--- src/rtl/pc_gen.sv ---
// ============================================================================
// Module   : pc_gen
// Brief    : Fetch-stage program counter with trap/redirect/hold priority,
//            valid/ready handshake to imem, halt/resume and fetch counting.
// Revision : 1.0 - initial release
// ============================================================================
`default_nettype none

module pc_gen #(
   parameter int               XLEN         = 32,
   parameter logic [XLEN-1:0]  RESET_VECTOR = 32'h0000_0000,
   parameter logic [XLEN-1:0]  TRAP_VECTOR  = 32'h0000_0100,
   parameter int               INC          = 4,
   parameter int               ALIGN_CHECK  = 1,
   parameter int               CNT_W        = 32
) (
   input  logic              clk,
   input  logic              rst,
   input  logic              stall,
   input  logic              redirect_valid,
   input  logic [XLEN-1:0]   redirect_target,
   input  logic              trap_valid,
   input  logic              halt_req,
   input  logic              resume,
   input  logic              fetch_ready,
   output logic              fetch_valid,
   output logic [XLEN-1:0]   PC,
   output logic [XLEN-1:0]   PC_plus,
   output logic              halted,
   output logic              misalign,
   output logic [XLEN-1:0]   bad_addr,
   output logic [CNT_W-1:0]  fetch_count
);

   typedef enum logic [1:0] {
      S_BOOT = 2'd0,
      S_RUN  = 2'd1,
      S_HALT = 2'd2
   } state_t;

   state_t             r_state;
   state_t             w_state_nxt;
   logic [XLEN-1:0]    r_pc;
   logic [XLEN-1:0]    w_pc_nxt;
   logic [XLEN-1:0]    w_pc_plus;
   logic               r_misalign;
   logic               w_mis_nxt;
   logic [XLEN-1:0]    r_bad_addr;
   logic [CNT_W-1:0]   r_count;
   logic               w_fetch_valid;
   logic               w_accept;
   logic               w_hold;
   logic               w_bad;

   assign w_fetch_valid = (r_state == S_RUN);
   assign w_accept      = w_fetch_valid & fetch_ready;
   assign w_hold        = stall | (w_fetch_valid & ~fetch_ready);
   assign w_bad         = (ALIGN_CHECK != 0) && redirect_valid && (redirect_target[1:0] != 2'b00);
   assign w_pc_plus     = r_pc + XLEN'(INC);

   always_comb begin
      w_state_nxt = r_state;
      w_pc_nxt    = r_pc;
      w_mis_nxt   = 1'b0;
      case (r_state)
         S_BOOT: begin
            w_state_nxt = S_RUN;
         end
         S_RUN: begin
            if (trap_valid || w_bad) begin
               w_pc_nxt  = TRAP_VECTOR;
               w_mis_nxt = w_bad && !trap_valid;
            end else if (redirect_valid) begin
               w_pc_nxt = redirect_target;
            end else if (!w_hold) begin
               w_pc_nxt = w_pc_plus;
            end
            // Halt only once the outstanding request has been taken.
            if (halt_req && !w_hold && !trap_valid && !redirect_valid) begin
               w_state_nxt = S_HALT;
            end
         end
         S_HALT: begin
            if (trap_valid) begin
               w_pc_nxt    = TRAP_VECTOR;
               w_state_nxt = S_RUN;
            end else if (redirect_valid) begin
               if (w_bad) begin
                  w_pc_nxt  = TRAP_VECTOR;
                  w_mis_nxt = 1'b1;
               end else begin
                  w_pc_nxt = redirect_target;
               end
            end else if (resume) begin
               w_state_nxt = S_RUN;
            end
         end
         default: begin
            w_state_nxt = S_BOOT;
         end
      endcase
   end

   always_ff @(posedge clk or negedge rst) begin
      if (!rst) begin
         r_state    <= S_BOOT;
         r_pc       <= RESET_VECTOR;
         r_misalign <= 1'b0;
         r_bad_addr <= '0;
         r_count    <= '0;
      end else begin
         r_state    <= w_state_nxt;
         r_pc       <= w_pc_nxt;
         r_misalign <= w_mis_nxt;
         if (w_mis_nxt) begin
            r_bad_addr <= redirect_target;
         end
         if (w_accept) begin
            r_count <= r_count + CNT_W'(1);
         end
      end
   end

   assign fetch_valid = w_fetch_valid;
   assign PC          = r_pc;
   assign PC_plus     = w_pc_plus;
   assign halted      = (r_state == S_HALT);
   assign misalign    = r_misalign;
   assign bad_addr    = r_bad_addr;
   assign fetch_count = r_count;

endmodule

`default_nettype wire

--- config.mk ---
export PLATFORM = sky130hd
export DESIGN_NAME = pc_gen
export DESIGN_NICKNAME = d
export VERILOG_FILES = /design/src/rtl/pc_gen.sv
export SDC_FILE = /design/constraint.sdc
export NUM_CORES = 1
export LEC_CHECK = 0
export ABC_CLOCK_PERIOD_IN_PS = 4300
export CAP_MARGIN = 20
export CORE_MARGIN = 1
export CORE_UTILIZATION = 50
export DETAILED_ROUTE_END_ITERATION = 10
export GPL_TIMING_DRIVEN = 0
export PLACE_DENSITY = 0.86
export SYNTH_ARGS = -nofsm -noshare
export SYNTH_HDL_FRONTEND = slang
export SYNTH_SLANG_ARGS = --single-unit
--- constraint.sdc ---
create_clock -name clk -period 4.3 [get_ports clk]
set_clock_uncertainty 0.15 [all_clocks]
set_input_delay 0.86 -clock clk [delete_from_list [all_inputs] [get_ports clk]]
set_output_delay 0.86 -clock clk [all_outputs]
set_load 0.02 [all_outputs]
Word-level counts from Yosys, hierarchy flattened
Index checks and enable logic that the tools add are counted.

storage, ports and cells
  register bits after elaboration = 99
  input port bits = 40
  output and inout bits = 131

cells by class
  add/subtract/negate cells = 2
  equality and inequality tests = 7
  muxes and demuxes = 17
  bitwise gates (word level) = 4
  reductions and logical operators = 14

operator list
  cell                                                                    count
  32-bit 2-to-1 mux                                                       6
  32-bit case mux with 2 select lines                                     1
  32-bit by 1-bit adder with 32-bit output (second input constant)        1
  32-bit by 3-bit adder with 32-bit output (second input constant)        1
  3-bit != test (second input constant)                                   3
  2-bit 2-to-1 mux                                                        4
  2-bit case mux with 3 select lines                                      1
  3-bit AND reduction                                                     2
  1-bit logical AND                                                       5
  1-bit 2-to-1 mux                                                        4
  4-bit by 3-bit != test with 1-bit output (second input constant)        1
  2-bit nonzero test                                                      2
  1-bit zero test                                                         3
  1-bit bitwise AND                                                       2
  2-bit by 1-bit equality test with 1-bit output (second input constant)  1
  2-bit equality test (second input constant)                             1
  2-bit zero test                                                         1
  2-bit by 1-bit != test with 1-bit output (second input constant)        1
  1-bit case mux with 2 select lines                                      1
  1-bit logical OR                                                        1
  1-bit NOT                                                               1
  1-bit OR                                                                1

Logic depth before layout (Yosys ltp)
Gate-level depths: netlist of the first run.

  depth in word-level cells = 9
  mapped depth = 9
  depth with buffers taken out = 7

Worst setup path before layout of the first run
OpenSTA, ideal clock, no wires.

  path kind = register to output
  from = register r_pc[2], in the netlist PC[2]
  to = output port PC_plus[18]
  arrival time = 1.964 ns
  required time = 3.290 ns
  path slack = 1.326 ns
  stages on the path, launching flop included = 6
  buffers on the path = 0
  cell sequence = dfrtp_1 > ha_1 > and4_1 > nand4_1 > or2_2 > xnor2_1

between the ends
  word-level cells in the longest chain between the ends = 1

ends and longest elaborated chain
  what                                      RTL line  text
  start: declaration                        43        logic [XLEN-1:0] r_pc;
  start signal: assignment                  113       r_pc <= w_pc_nxt;
  32-bit by 3-bit adder with 32-bit output  59        assign w_pc_plus = r_pc + XLEN'(INC);
  end: declaration                          28        output logic [XLEN-1:0] PC_plus,

No other way between the ends.

Worst setup path after layout of the first run
Same ends and word-level chain as after synthesis.

==> impl_summary.txt, run 1 <==
----------------------------------------------------
[Place]
  Number of buffers inserted by port buffering ... ~170
  Placed cell count ... 807
  Post-DP HPWL ... 11360 um
  Setup Slack @ Placement ... between 700 and 800 ps
  GPL Wtd Cong ... between 0.8 and 0.9
  Post-detailed-placement cell area ... 7077 sq um

[Logic synthesis]
  Synthesis warning total ... 0
  Async S/R FF share, synth ... between 90% and 100%
  Netlist area before placement ... 5201 sq um
  Syn_area_per_cell ... 10.32 sq um
  Sequential area share after synthesis ... 47.63%
  Post-synth EDFFs ... 0
  Count of state elements after synthesis ... 99
  Cells after synthesis ... 504
  Ys flop type ... dfrtp_1
  Net count of the mapped netlist ... 550
  Count of different cell masters after synthesis ... 56

[Clock tree]
  Clock Tree Root ... clkbuf_8
  Cts repair resizes ... 0
  Cts-stage hold buffer count ... 0
  Post-CTS clock slew at the launch and capture registers of the worst setup and hold paths ... 100 ps
  Clock Tree Buf Depth ... 2
  CTS HTree Levels ... 3
  Clock insertion delay at the later pin of the skew report ... 370 ps
  Number of buffers added for setup after CTS ... 0
  Total clock buffers created by CTS ... 9
  Sink count of the clock tree ... approximately 100
  CTS tree ... done

[Drt]
  Total vias in the final route ... 4794
  Overall routed net length ... 15220 um
  Post-route DRC violation count ... 0
  Detailed router's first-iteration violation count ... between 200 and 300
  Router iterations before antenna repair ... 5
  Antenna violation net count after detailed routing ... 0
  Vias per cell ... 5.832
  Routed wirelength normalized by instance count ... 18.52 um

[Final layout]
  Final Util ... 74.04%
  Antenna Cells ... 0
  Proportion of layout cells with a drive suffix above 1 ... about an eighth
  Commonest cells after routing, fill and taps aside ... clkdlybuf4s50_1, dfrtp_1, nand2_1
  Final Instance Count excl. Fillers ... between 800 and 900
  Most common cell after layout, fill and taps aside ... clkdlybuf4s50_1
  Relative area change from synthesis to final layout ... 41.06%
  Post-route cell area ... 7337 sq um
  Layout Nets ... 731

[Setup path]
  Crit path cell chain ... ha_1, and4_1, nand4_1, or2_2, xnor2_1, clkdlybuf4s50_1
  Crit-path max cell delay ... around 630 ps
  R2r worst-path depth ... 8
  Dominant delay contributor by cell family on the critical path ... simple AND/OR/NAND/NOR gates
  Crit path max fanout ... 6
  Required time at the endpoint of the critical path ... around 3300 ps
  Signal arrival time at the worst endpoint ... roughly 3000 ps
  Endpoint of the worst register-to-register path ... PC[19]
  Number of gates on the worst path with buffers counted ... 6
  Worst reg2reg startpoint ... r_state[0]
  Crit. End Element ... output pin
  Capture point of the worst path ... PC_plus[18]
  Critical path class ... flip-flop to output pin
  Register-to-register path setup slack ... ~1500 ps
  Total buffers and inverters traversed by the critical path ... 1
  Crit-path slowest cell ... clkdlybuf4s50_1
  Kind of start point of the critical path ... flip-flop
  Launching element of the worst setup path ... PC[2]

[GRT]
  Vias in the first global route ... 4967
  First-pass GRT wire length ... between 20000 and 25000 um
  Global-route usage over all layers ... 29.03%
  Global route total overflow ... 0
  Initial antenna violation count ... 0
  Maximum number of pins on one net before global-route repair ... 60

[Floorplan]
  Core ar. ... between 9000 and 10000 sq um
  DIE WIDTH ... roughly 100 um
  Number of top-level pins ... 171
  Chip Height ... 104.0 um
  Total Die Area ... ~11000 sq um
  Number of standard-cell rows in the floorplan ... 36
  Initial core utilization ... 52.49%

[Timing]
  Transition time of the tightest slew-check pin ... just under 800 ps
  RSZ-0062 raised after global routing ... false
  Final worst slack ... 290.0 ps
  Worst-case hold slack ... 327.1 ps
  Final Hold Vio Count ... 0
  TNS Setup ... 0 ps
  Count of endpoints failing setup in the final report ... 0
  Final clock period utilization by the worst path ... between 90% and 100%
  Top achievable clock speed ... 249.4 MHz
  Worst slew margin relative to its limit ... between 40% and 50%
  Post-layout min period ... 4010 ps
  Max-slew violation total from the final report ... 0

[Worst hold path]
  Worst min-delay path category ... flip-flop to flip-flop
  Min-Delay Path Depth ... 1

[Pwr]
  Proportion of power drawn by combinational gates ... 53.0%
  Cell Pwr Density ... 683.2 nW/um^2
  Total design power ... around 5 mW
  Psw ... 2.104 mW
  Switching Share ... 41.98%
  Part of the power in registers ... between 30% and 40%
  Internal power ... 2.908 mW
  Share of power burned in the clock network ... 15.5%
  Peak supply drop ... 0.0004550 V
  Leakage power ... between 3 and 4 nW

[Outcome]
  Result of the run ... completed

[Job]
  Reported max-cap violation count ... 0

----------------------------------------------------
## cell usage after synthesis (all sizes together) (15+ instances only)
master	instances	area, sq um
a21oi	22	110.1
and3	15	93.84
buf	16	86.33
dfrtp	99	2477
inv	19	71.32
mux2	33	371.6
nand2	46	172.7
nand3	24	132.6
nand4	20	137.6
nor2	22	85.09
o21ai	18	90.08
xnor2	41	359.1
xor2	18	157.7
## flip-flops by register name, summed over array words and instances (netlist names)
register / cells
PC: 32
r_state: 2
misalign: 1
fetch_count: 32
bad_addr: 32
## logic make-up after synthesis
| kind of cell | share of synthesized area (%) |
|---|---|
| adder cells (fa/ha/maj) | 1.443 |
| multiplexers | 7.530 |
| XOR/XNOR | 9.935 |
| buffers and inverters | 3.825 |
| flip-flops | 47.63 |
| AND/OR/NAND/NOR | 19.10 |
| AO/OA/AOI/OAI | 10.54 |
## layout make-up
| class | count | area [sq um] |
|---|---|---|
| fillers | 702 | 2572 |
| multi-input cells | 360 | 2525 |
| flip-flops and latches | 99 | 2477 |
| repair buffers | 170 | 1709 |
| well taps | 133 | 166.4 |
| clock inverters | 6 | 136.4 |
| plain buffers | 26 | 127.6 |
| clock buffers | 9 | 123.9 |
| inverters | 19 | 71.32 |
## worst min-delay path by stage
stage                       to       startpoint  slack [ps]
3_3_place_gp   fetch_count[31]  fetch_count[31]         310
5_1_grt        fetch_count[31]  fetch_count[31]         370
6_report       fetch_count[31]  fetch_count[31]         330
4_1_cts        fetch_count[31]  fetch_count[31]         330
3_5_place_dp   fetch_count[31]  fetch_count[31]         310
2_1_floorplan       r_state[0]       r_state[0]         380
## metal layers
metal,up-vias,GRT usage (%),routed length [um]
met3,40,7.644,1323
li1,2150,-,-
met5,-,0,0
met2,238,48.62,7430
met1,2366,35.78,6049
met4,0,11.33,421
## power by group through the flow
| stage | combinational [mW] | sequential (mW) | clock (mW) |
|---|---|---|---|
| 5_1_grt | 2.82 | 1.62 | 0.821 |
| 4_1_cts | 2.66 | 1.57 | 0.784 |
| 3_3_place_gp | 2.58 | 1.56 | 0 |
| 6_report | 2.66 | 1.58 | 0.778 |
| 3_5_place_dp | 2.64 | 1.58 | 0 |
| 2_1_floorplan | 1.06 | 1.89 | 0 |
Power figures use the tool's default switching activity.
==> run 2: changes to the inputs <==
--- a/config.mk
+++ b/config.mk
@@ -9,6 +9,7 @@
 export CAP_MARGIN = 20
 export CORE_MARGIN = 1
 export CORE_UTILIZATION = 50
+export CTS_CLUSTER_SIZE = 8
 export DETAILED_ROUTE_END_ITERATION = 10
 export GPL_TIMING_DRIVEN = 0
 export PLACE_DENSITY = 0.86
==> results of run 2 <==
No change in the layout: final DEF, timing and power equal those of run 1.
==> edit 1: new RTL, flow settings as in run 1 <==
Add an input register stage for `redirect_target`; this delays it by one clock. The other inputs are not delayed to match.
--- a/src/rtl/pc_gen.sv
+++ b/src/rtl/pc_gen.sv
@@ -40,2 +40,8 @@
 
+   logic [XLEN-1:0] redirect_target_q;
+
+   always_ff @(posedge clk) begin
+      redirect_target_q <= redirect_target;
+   end
+
    state_t             r_state;
@@ -57,3 +63,3 @@
    assign w_hold        = stall | (w_fetch_valid & ~fetch_ready);
-   assign w_bad         = (ALIGN_CHECK != 0) && redirect_valid && (redirect_target[1:0] != 2'b00);
+   assign w_bad         = (ALIGN_CHECK != 0) && redirect_valid && (redirect_target_q[1:0] != 2'b00);
    assign w_pc_plus     = r_pc + XLEN'(INC);
@@ -73,3 +79,3 @@
             end else if (redirect_valid) begin
-               w_pc_nxt = redirect_target;
+               w_pc_nxt = redirect_target_q;
             end else if (!w_hold) begin
@@ -91,3 +97,3 @@
                end else begin
-                  w_pc_nxt = redirect_target;
+                  w_pc_nxt = redirect_target_q;
                end
@@ -115,3 +121,3 @@
          if (w_mis_nxt) begin
-            r_bad_addr <= redirect_target;
+            r_bad_addr <= redirect_target_q;
          end
Function: changed (Yosys sat finds a counterexample within 4 cycles, from zero or initial values and one cycle with rst low).
==> edit 1 against run 1 <==
Sequential power rose by 19%; setup slack worse by 0.12 ns; power increased by 20%; sequential cell count up 32; synthesized area increased by 13%; wire length rose by 6.2%; synthesized cell count is 2.0% higher; critical path depth stayed put; design area grew 15%.
==> edit 1: results (changes against run 1) <==
[metrics] First DRT Iteration DRCs: 406 (was 293)
[metrics] unique cell type count in the Yosys netlist: 62 (was 56)
[metrics] via/cell ratio: 5.71 (was 5.83)
[metrics] IR Drop Worst-Case VDD: 0.000453 V (was 0.000455 V)
[metrics] Nets: 750 (was 731)
[metrics] data arrival time at the worst-slack endpoint: 3.12 ns (was 3.00 ns)
[metrics] Synth area leaders: dfrtp_1 (42%), dfxtp_1 (11%), mux2_2 (6.3%) (was dfrtp_1 (48%), mux2_2 (7.1%), xnor2_1 (6.9%))
[metrics] H-tree levels: 4 (was 3)
[metrics] post-detailed-placement half-perimeter wirelength: 11700 um (was 11400 um)
[metrics] clock buffer count from CTS: 17 (was 9)
[metrics] Clk Latency, worst-skew pair: 0.42 ns (was 0.37 ns)
[metrics] largest driver fanout on the critical path: 8 (was 6)
[metrics] Min-Delay Path Class: input port to asynchronous set/reset pin (was flop to flop)
[metrics] overall fraction of global-route tracks in use: 27.0% (was 29.0%)
[metrics] clock-pin slew of the registers on the worst-case setup and hold paths: 0.06 ns (was 0.10 ns)
[metrics] routability-driven placement congestion ratio: 0.894 (was 0.885)
[metrics] post-route non-filler standard cell count: 860 (was 822)
[metrics] leakage power: 3.64 nW (was 3.09 nW)
[metrics] pin count of the biggest net entering global routing: 53 (was 60)
[metrics] status: complete, no violations (unchanged)
[metrics] global-route wire length before repair: 25900 um (was 25000 um)
[metrics] FILL cells: 804 (was 702)
[metrics] sequential-to-total area share from yosys stat: 52.8% (was 47.6%)
[metrics] worst slew pin tran: 0.866 ns (was 0.774 ns)
[metrics] vias in the first global route: 5140 (was 4967)
[metrics] net count after synthesis: 560 (was 550)
[metrics] number of buffers inserted by port buffering: 170 (was 169)
[metrics] number of placed instances, taps included: 828 (was 807)
edit 1: changes by cell type after synthesis, moves of 4 or more:
cell and change:
a21oi_1 -7, a22oi_1 +9, buf_2 -4, dfxtp_1 +32, nand2_1 -21, nand3_1 -8, nor4_1 -5, o211ai_1 -4
o21ai_0 +5, o21ai_1 -5, o2bb2ai_1 +8
edit 1: cells by family (layout without fill, tap and decap cells):
group                    count (synthesis)  after routing  share of synthesized area [%]
AND/OR/NAND/NOR                        152            152                           15.8
flip-flops                             131            131                           52.8
AO/OA/AOI/OAI                           88             88                           10.8
XOR/XNOR                                59             59                           8.76
buffers and inverters                   41            244                           3.52
multiplexers                            37             37                           6.97
adder cells (fa/ha/maj)                  6              6                           1.27
edit 1: final timing paths:
path	startpoint	endpoint	slack, ns	depth (start not counted)
min in group clk	fetch_count[31]$_DFFE_PN0P_	fetch_count[31]$_DFFE_PN0P_	0.32	1
worst max-delay path	PC[2]$_DFFE_PN0P_	PC_plus[28]	0.17	6
worst max register to register	r_state[0]$_DFFE_PN0P_	bad_addr[28]$_DFFE_PN0P_	1.65	6
max in group asynchronous	rst	PC[20]$_DFFE_PN0P_	3.00	2
worst min register to register	fetch_count[31]$_DFFE_PN0P_	fetch_count[31]$_DFFE_PN0P_	0.32	1
worst min-delay path	rst	fetch_count[8]$_DFFE_PN0P_	0.32	1
edit 1: final cells by class:
| type | instances | share of cell area (%) |
|---|---|---|
| buffer | 23 | 1.66 |
| clock buffer | 20 | 5.54 |
| clock inverter | 12 | 1.81 |
| inverter | 18 | 0.802 |
| multi-input combinational | 342 | 30.6 |
| sequential | 131 | 37.0 |
| tap | 143 | 2.12 |
| timing repair buffer | 171 | 20.5 |
edit 1: power breakdown:
group | switching, mW | internal [mW] | total [mW]
sequential | 0.336 | 1.55 | 1.88
combinational | 1.41 | 1.24 | 2.64
clock | 0.537 | 0.957 | 1.49
edit 1: layer usage:
layer | GRT usage, % | routed length [um] | part of all wire, % | vias up
met5 | 0 | 0 | 0 | -
met4 | 9.69 | 240 | 1.5 | 0
met3 | 8.95 | 1240 | 7.7 | 30
met2 | 44.5 | 7990 | 49 | 217
met1 | 33.1 | 6700 | 41 | 2436
li1 | - | - | - | 2225
edit 1: stage by stage:
stage          power (mW)  setup TNS (ns)  setup WS, ns  cell area [sq um]
2_1_floorplan        3.27               0          1.24               5900
3_3_place_gp         4.44         -152.03         -1.54               7780
3_5_place_dp         4.51               0         0.639               7810
4_1_cts              6.03               0         0.195               8430
5_1_grt              6.28               0       0.00730               8430
6_report             6.02               0         0.169               8430
==> edit 2: new RTL, config.mk and constraints of run 1 <==
Without the edit above. The parameter `XLEN` goes from 32 to 64.
--- a/src/rtl/pc_gen.sv
+++ b/src/rtl/pc_gen.sv
@@ -9,3 +9,3 @@
 module pc_gen #(
-   parameter int               XLEN         = 32,
+   parameter int               XLEN         = 64,
    parameter logic [XLEN-1:0]  RESET_VECTOR = 32'h0000_0000,
Ports: changed (resized PC, PC_plus, bad_addr and redirect_target); port bits go from 171 to 299. The function was not compared with the original's and may differ.
==> edit 2 against run 1 <==
Synthesized area up 71%; design area rose by 77%; critical path depth increased by 2; via count rose by 79%; power grew 87%; core utilization is 0.63 points higher; hold slack worse by 0.078 ns; sequential cell count increased by 64; setup slack worse by 0.21 ns; global-route usage increased by 5.1 points; highest routed layer unchanged; wire length is 100% higher; register-to-register slack got worse by 0.60 ns.
==> edit 2: results (changes against run 1) <==
[metrics] headroom to the max-slew limit: 36.9% (was 48.4%)
[metrics] clock buffer count from CTS: 17 (was 9)
[metrics] met2 usage: 55.1% (was 48.6%)
[metrics] fraction of final layout cells sized beyond drive strength 1: 13.7% (was 11.8%)
[metrics] net count after synthesis: 953 (was 550)
[metrics] compound-gate portion of the synthesized area: 12.1% (was 10.5%)
[metrics] Sw Ratio: 42.8% (was 42.0%)
[metrics] most instantiated cells after synthesis: dfrtp_1 (163), nand2_1 (96), mux2_2 (65) (was dfrtp_1 (99), nand2_1 (46), xnor2_1 (41))
[metrics] IR Drop Worst-Case VDD: 0.000458 V (was 0.000455 V)
[metrics] met3 usage in global routing: 7.44% (was 7.64%)
[metrics] via total after detailed routing: 8561 (was 4794)
[metrics] sequential-to-total area share from yosys stat: 45.8% (was 47.6%)
[metrics] number of placed instances, taps included: 1398 (was 807)
[metrics] Synth area leaders: dfrtp_1 (46%), mux2_2 (8.2%), xnor2_1 (5.8%) (was dfrtp_1 (48%), mux2_2 (7.1%), xnor2_1 (6.9%))
[metrics] wire length per cell after detailed routing: 21.5 um (was 18.5 um)
[metrics] total length of routed met3 wires: 2890 um (was 1320 um)
[metrics] Clk Latency, worst-skew pair: 0.44 ns (was 0.37 ns)
[metrics] leakage power: 5.63 nW (was 3.09 nW)
[metrics] arithmetic-cell share of the synthesized area counting full adders, half adders and majority gates: 0.843% (was 1.44%)
[metrics] worst r2r dst: PC[63]$_DFFE_PN0P_ (was PC[19]$_DFFE_PN0P_)
[metrics] multiplexer share of the synthesized area: 8.66% (was 7.53%)
[metrics] buffer type at the clock tree root: clkbuf_16 (was clkbuf_8)
[metrics] number of buffers inserted by port buffering: 297 (was 169)
[metrics] Min-Delay Path Class: input port to asynchronous set/reset pin (was flop to flop)
[metrics] Routed met2 length: 14600 um (was 7430 um)
[metrics] power in the clock group: 1.72 mW (was 778 uW)
[metrics] overall fraction of global-route tracks in use: 34.1% (was 29.0%)
[metrics] post-synthesis xor/xnor area fraction: 8.95% (was 9.94%)
[metrics] final routed wirelength across all metal layers: 30800 um (was 15200 um)
[metrics] unique cell type count in the Yosys netlist: 68 (was 56)
[metrics] pin count of the biggest net entering global routing: 84 (was 60)
[metrics] R2R Setup Slk: 0.88 ns (was 1.48 ns)
[metrics] Nets: 1274 (was 731)
[metrics] crit path capture: PC_plus[36] (was PC_plus[18])
[metrics] maximum single-stage delay on the critical path: 0.66 ns (was 0.63 ns)
[metrics] wire length on met1: 12200 um (was 6050 um)
[metrics] cell area after placement: 12200 sq um (was 7080 sq um)
[metrics] Flop pwr share: 29.3% (was 31.5%)
[metrics] data arrival time at the worst-slack endpoint: 3.21 ns (was 3.00 ns)
[metrics] status: complete, no violations (unchanged)
[metrics] H-tree levels: 4 (was 3)
[metrics] setup fix buffers added after clock tree synthesis: 2 (was 0)
edit 2: cell count changes after synthesis, moves of 13 or more:
cell	change
xnor2_1	+18
xor2_1	+14
dfrtp_1	+64
a221o_1	+14
o311ai_1	+14
clkbuf_1	+26
and3_1	+13
nand3_1	+18
nand2_1	+50
o21ai_0	+47
mux2_2	+32
nor2_1	+18
edit 2: through the flow:
step	setup slack, ns	hold slack (ns)	utilization, %	total power [mW]
5_1_grt	-0.0421	0.312	74.7	9.76
3_5_place_dp	0.231	0.323	70.3	7.65
3_3_place_gp	-4.63	0.307	70.1	7.54
6_report	0.0773	0.249	74.7	9.37
2_1_floorplan	0.904	0.378	-	5.16
4_1_cts	-0.00566	0.290	74.3	9.35
edit 2: area by class of cell:
type / instances / area, sq um
buffer: 55 / 290
clock buffer: 18 / 439
clock inverter: 14 / 214
fill: 1243 / 4400
inverter: 13 / 48.8
multi-input combinational: 639 / 4530
sequential: 163 / 4080
tap: 225 / 282
timing repair buffer: 307 / 3070
